### config.mk
export PLATFORM = sky130hd
export DESIGN_NAME = snake_rules
export DESIGN_NICKNAME = d
export VERILOG_FILES = /design/src/rtl/snake_rules.sv
export SDC_FILE = /design/constraint.sdc
export NUM_CORES = 1
export LEC_CHECK = 0
export CAP_MARGIN = 20
export CELL_PAD_IN_SITES_DETAIL_PLACEMENT = 1
export CELL_PAD_IN_SITES_GLOBAL_PLACEMENT = 1
export CORE_AREA = 2 2 183 185
export DETAILED_ROUTE_END_ITERATION = 6
export DIE_AREA = 0 0 185 187
export PLACE_DENSITY_LB_ADDON = 0.2
export SLEW_MARGIN = 20
export SYNTH_ARGS = -nofsm -noshare
export SYNTH_HDL_FRONTEND = slang
export SYNTH_SLANG_ARGS = --single-unit
### constraint.sdc
create_clock -name clk -period 13.9 [get_ports clk]
set_clock_uncertainty 0.1 [all_clocks]
set_input_delay 4.17 -clock clk [delete_from_list [all_inputs] [get_ports clk]]
set_output_delay 4.17 -clock clk [all_outputs]
set_load 0.05 [all_outputs]
### src/rtl/snake_rules.sv
// snake_rules: game-rule engine for the VGA snake game.
// Produces the movement tick, places apples from an LFSR, keeps the score,
// latches game-over on a border hit or self-collision, and flags border pixels.
module snake_rules #(
    parameter int DIVIDER = 25_000_000,
    parameter int CELL    = 20,
    parameter int SEGS    = 20
) (
    input  logic                 clk,
    input  logic                 rst,
    input  logic [9:0]           snakex,
    input  logic [9:0]           snakey,
    input  logic [10*SEGS-1:0]   storex,
    input  logic [10*SEGS-1:0]   storey,
    input  logic [9:0]           x,
    input  logic [9:0]           y,
    output logic                 tick,
    output logic [9:0]           applex,
    output logic [9:0]           appley,
    output logic [7:0]           score,
    output logic                 game_over,
    output logic                 border
);

    localparam int              CW        = (DIVIDER > 1) ? $clog2(DIVIDER) : 1;
    localparam logic [CW-1:0]   CNT_LAST  = CW'(DIVIDER - 1);
    localparam logic [7:0]      SCORE_MAX = 8'(SEGS - 2);

    logic [CW-1:0]   cnt_reg;
    logic [CW-1:0]   cnt_next;
    logic [15:0]     lfsr_reg;
    logic [SEGS-1:0] seg_hit;
    logic            head_in_ring;
    logic            pix_in_ring;
    logic            collide;
    logic            eat;
    logic [4:0]      a_col;
    logic [4:0]      b_row;
    logic [9:0]      col_idx;
    logic [9:0]      row_idx;
    logic [9:0]      alt_idx;
    logic [9:0]      new_x;
    logic [9:0]      new_y;
    logic [9:0]      alt_x;
    logic [9:0]      place_x;

    // Border ring of the 640x480 play area; unsigned, so wrapped heads count too.
    function automatic logic in_ring(input logic [9:0] px, input logic [9:0] py);
        return (px < 10'd20) || (px >= 10'd620) || (py < 10'd20) || (py >= 10'd460);
    endfunction

    assign head_in_ring = in_ring(snakex, snakey);
    assign pix_in_ring  = in_ring(x, y);

    // Next value of the free-running tick counter.
    always_comb begin
        cnt_next = (cnt_reg == CNT_LAST) ? '0 : cnt_reg + CW'(1);
    end

    // Tick counter; the pulse is registered so it coincides with count DIVIDER-1.
    always_ff @(posedge clk) begin
        if (rst) begin
            cnt_reg <= '0;
            tick    <= 1'b0;
        end else begin
            cnt_reg <= cnt_next;
            tick    <= (cnt_next == CNT_LAST);
        end
    end

    // Fibonacci LFSR, taps 16,14,13,11, free-running every clock.
    always_ff @(posedge clk) begin
        if (rst) begin
            lfsr_reg <= 16'hACE1;
        end else begin
            lfsr_reg <= {lfsr_reg[14:0], lfsr_reg[15] ^ lfsr_reg[13] ^ lfsr_reg[12] ^ lfsr_reg[10]};
        end
    end

    // Candidate apple position: folds LFSR fields into 30 columns by 22 rows
    // inside the ring, shifting one column over if it would land on the head.
    always_comb begin
        a_col   = (lfsr_reg[4:0] >= 5'd30) ? lfsr_reg[4:0] - 5'd30 : lfsr_reg[4:0];
        b_row   = (lfsr_reg[9:5] >= 5'd22) ? lfsr_reg[9:5] - 5'd22 : lfsr_reg[9:5];
        col_idx = {5'd0, a_col} + 10'd1;
        row_idx = {5'd0, b_row} + 10'd1;
        alt_idx = (col_idx == 10'd30) ? 10'd1 : col_idx + 10'd1;
        new_x   = 10'(col_idx * CELL);
        new_y   = 10'(row_idx * CELL);
        alt_x   = 10'(alt_idx * CELL);
        place_x = ((new_x == snakex) && (new_y == snakey)) ? alt_x : new_x;
    end

    // Per-segment collision; segments beyond the first two only count once
    // the snake has grown far enough to reach them.
    genvar gi;
    generate
        for (gi = 0; gi < SEGS; gi++) begin : g_seg
            logic seg_active;
            if (gi < 2) begin : g_fixed
                assign seg_active = 1'b1;
            end else begin : g_grown
                assign seg_active = (score > 8'(gi - 2));
            end
            assign seg_hit[gi] = seg_active
                               && (snakex == storex[10*gi +: 10])
                               && (snakey == storey[10*gi +: 10]);
        end
    endgenerate

    assign collide = |seg_hit;
    assign eat     = (snakex == applex) && (snakey == appley) && !game_over;

    // Game state: sticky loss flag, score/apple on eat, registered border pixel.
    always_ff @(posedge clk) begin
        if (rst) begin
            score     <= 8'd0;
            applex    <= 10'd480;
            appley    <= 10'd280;
            game_over <= 1'b0;
            border    <= 1'b0;
        end else begin
            border <= pix_in_ring;
            if (head_in_ring || collide) begin
                game_over <= 1'b1;
            end
            if (eat) begin
                if (score < SCORE_MAX) begin
                    score <= score + 8'd1;
                end
                applex <= place_x;
                appley <= new_y;
            end
        end
    end

endmodule

==> summary.md <==
| Metric | Value |
|---|---|
| Slowest stage delay, CP | 0.70 ns |
| Post-synthesis sequential area ratio | roughly 14% |
| Vias in the first global route | 11000 |
| Crit Path Class | input pin to flip-flop |
| Final setup viols | 0 |
| Initial Util | 28.7% |
| Number of synthesized register bits | 68 |
| Filler instances | 3950 |
| Port-buffer cells | 464 |
| Initial antenna violation count | 26 |
| Detailed Route Iter0 Violations | 466 |
| Top cell type's share of synthesized area | 27.8% |
| Crit path required time | 14.02 ns |
| Max layer used | met5 |
| I/O pins | roughly 470 |
| Share of layout cells above drive strength 1 | 4.61% |
| Vias | 10700 |
| DP Worst Slack | 6.57 ns |
| RR Startpoint | lfsr_reg[0] |
| Clk buf depth | 2 |
| Clock latency on the worst-skew pair | 0.35 ns |
| CP Launch Type | input pin |
| Area growth, synth to finish | 55.6% |
| Critical path buffer and inverter count | 1 |
| Mapped Area | 9440 sq um |
| Width of the die | 185 microns |
| Post-CTS Hold Fix Bufs | 0 |
| Worst-path cell chain | buf_2, or4_1, nor4_1, nand4b_1, or4_1, or4_1, a41oi_1, o41ai_2 |
| CP top delay family | simple AND/OR/NAND/NOR gates |
| Synth Flop Type | dfxtp_1 |
| H-tree levels | 3 |
| Async SR Flop Fraction | 0% |
| Detailed Place HPWL | between 40 and 50 mm |
| Leak | 0.00507 uW |
| Worst-path clk slew | 0.06 ns |
| Core Rows | 67 |
| R2R setup slack | 8.19 ns |
| WP data arrival | just over 7 ns |
| Hold Violations, Final | 0 |
| GRT overflow | 0 |
| Peak supply drop | 0.0000457 V |
| Worst Min Path Start | lfsr_reg[14] |
| Top cells by area, synth | xnor2_1 (28%), xor2_1 (16%), dfxtp_1 (14%) |
| WL met1 | 20.6 mm |
| Mean Syn Cell Area | 7.94 sq um |
| Most frequent cells after synthesis | xnor2_1 (300), xor2_1 (175), nand4_1 (76) |
| Antenna violation net count after detailed routing | 0 |
| Core region area | approximately 33000 sq um |
| Routability cong. | 0.934 |
| Total Routing Usage GR | between 20% and 30% |
| Number of synthesized flops with an enable pin | 0 |
| # Post-CTS Setup Buffers | 0 |
| Power Density | 60.3 nW/um^2 |
| Hold Path End | lfsr_reg[15] |
| Worst r2r path cells | 17 |
| Routed met2 length | 25.8 mm |
| Rel. slew slack | between 30% and 40% |
| Unrepaired setup endpoints after global routing | false |
| Total negative setup slack | 0 ns |
| Via density | slightly above 5 |
| Residual DRC | 0 |
| Most frequent cell after synthesis | xnor2_1 |
| Detailed Routing Iterations Pass 1 | 5 |
| Yosys Warn Count | 0 |
| Max stage delay cell, worst path | or4_1 |
| CTS tree | built |
| Most frequent cell on the critical path | or4_1 |
| # resized after CTS | 0 |
| Final period utilization | just over 50% |
| Reg-to-Reg End | applex[3] |
| Root Driver | clkbuf_16 |
| Total wire length | around 53 mm |
| Distinct cell type count of the synthesized netlist | just under 70 |
| CP max FO | 21 |
| Final min period | 7.00 ns |
| Hold WS | 0.317 ns |
| Hold Crit Class | flip-flop to flip-flop |
| Die height | ~190 microns |
| Die area | 34600 sq um |
| Number of max-cap violations | 0 |
| F_max | 0.143 GHz |
| Clock buffer count from CTS | 9 |
| Max reg flops | 25 |
| Post-DR wirelength/cell | 25.4 microns |
| Setup ws final | 6.90 ns |
| Worst Max-Slew Pin Slew | 1.03 ns |
| Crit end category | flip-flop |
| Net count, final | 2076 |
| Slew Viols, Final | 0 |
| Hold path cells | 1 |
| First-pass GRT wire length | 74.4 mm |
| Syn Inst Count | 1189 |
| Most area-hungry cell type in the Yosys netlist | xnor2_1 |
| Clock Sinks | 68 |
| Outcome | finished clean |
| Met3 wire length | 4.19 mm |
| Largest net degree at the start of global routing | 45 |
[layout by cell type (no fill, tap or decap), types with 11 or more instances in the layout]
| master | count |
|---|---|
| a21oi_1 | 26 |
| buf_2 | 20 |
| buf_4 | 16 |
| clkdlybuf4s50_1 | 444 |
| dfxtp_1 | 68 |
| diode_2 | 17 |
| ha_1 | 31 |
| inv_1 | 22 |
| nand2_1 | 35 |
| nand3_1 | 37 |
| nand4_1 | 76 |
| nor2_1 | 62 |
| nor2b_1 | 11 |
| nor3_1 | 28 |
| nor4_1 | 62 |
| o21ai_0 | 27 |
| xnor2_1 | 300 |
| xor2_1 | 175 |
[power breakdown]
part	internal [uW]	leakage [uW]	switching, uW
registers	199	0.000554	8.86
logic	234	0.00437	204
clock network	148	0.000149	90.7
[cells by family after synthesis]
kind of cell             count (synthesis)  synth area share (%)
AO/OA/AOI/OAI                          120                  8.65
XOR/XNOR                               479                  45.0
adder cells (fa/ha/maj)                 34                  4.74
buffers and inverters                  110                  4.62
flip-flops                              68                  14.4
multiplexers                            10                  1.09
other                                    1                0.0397
AND/OR/NAND/NOR                        367                  21.4
[per-stage QoR]
stage	instances	cell area [sq um]	utilization [%]	total power [uW]
6_report	2070	14700	44.7	886
3_5_place_dp	2037	14300	43.6	646
4_1_cts	2053	14600	44.6	891
5_1_grt	2070	14700	44.7	936
2_1_floorplan	1195	9460	-	441
3_3_place_gp	2037	14300	43.6	638
[per-layer routing]
metal / global-route usage (%) / up-vias
li1: - / 4950
met3: 8.63 / 107
met5: 0 / -
met4: 13.5 / 18
met1: 34.3 / 5216
met2: 50.5 / 369
[cell type report]
type | count | area, sq um | share of cell area (%)
diodes | 17 | 42.5 | 0.290
well taps | 448 | 561 | 3.82
clock inverters | 4 | 47.5 | 0.324
inverters | 24 | 90.1 | 0.613
multi-input cells | 1017 | 7670 | 52.2
flip-flops and latches | 68 | 1360 | 9.27
repair buffers | 480 | 4660 | 31.8
clock buffers | 12 | 256 | 1.75
[how the worst max path moves through the flow]
stage / from / endpoint / slack, ns / depth (start not counted)
after floorplan: snakex[1] / applex[9] / 7.28 / 8
after global placement: snakex[0] / applex[9] / 6.63 / 8
after detailed placement: snakex[0] / applex[9] / 6.57 / 8
after CTS: snakex[3] / applex[3] / 6.94 / 8
after global routing: snakex[3] / applex[3] / 6.77 / 8
final: snakex[0] / applex[9] / 6.90 / 8
Power figures use the tool's default switching activity.
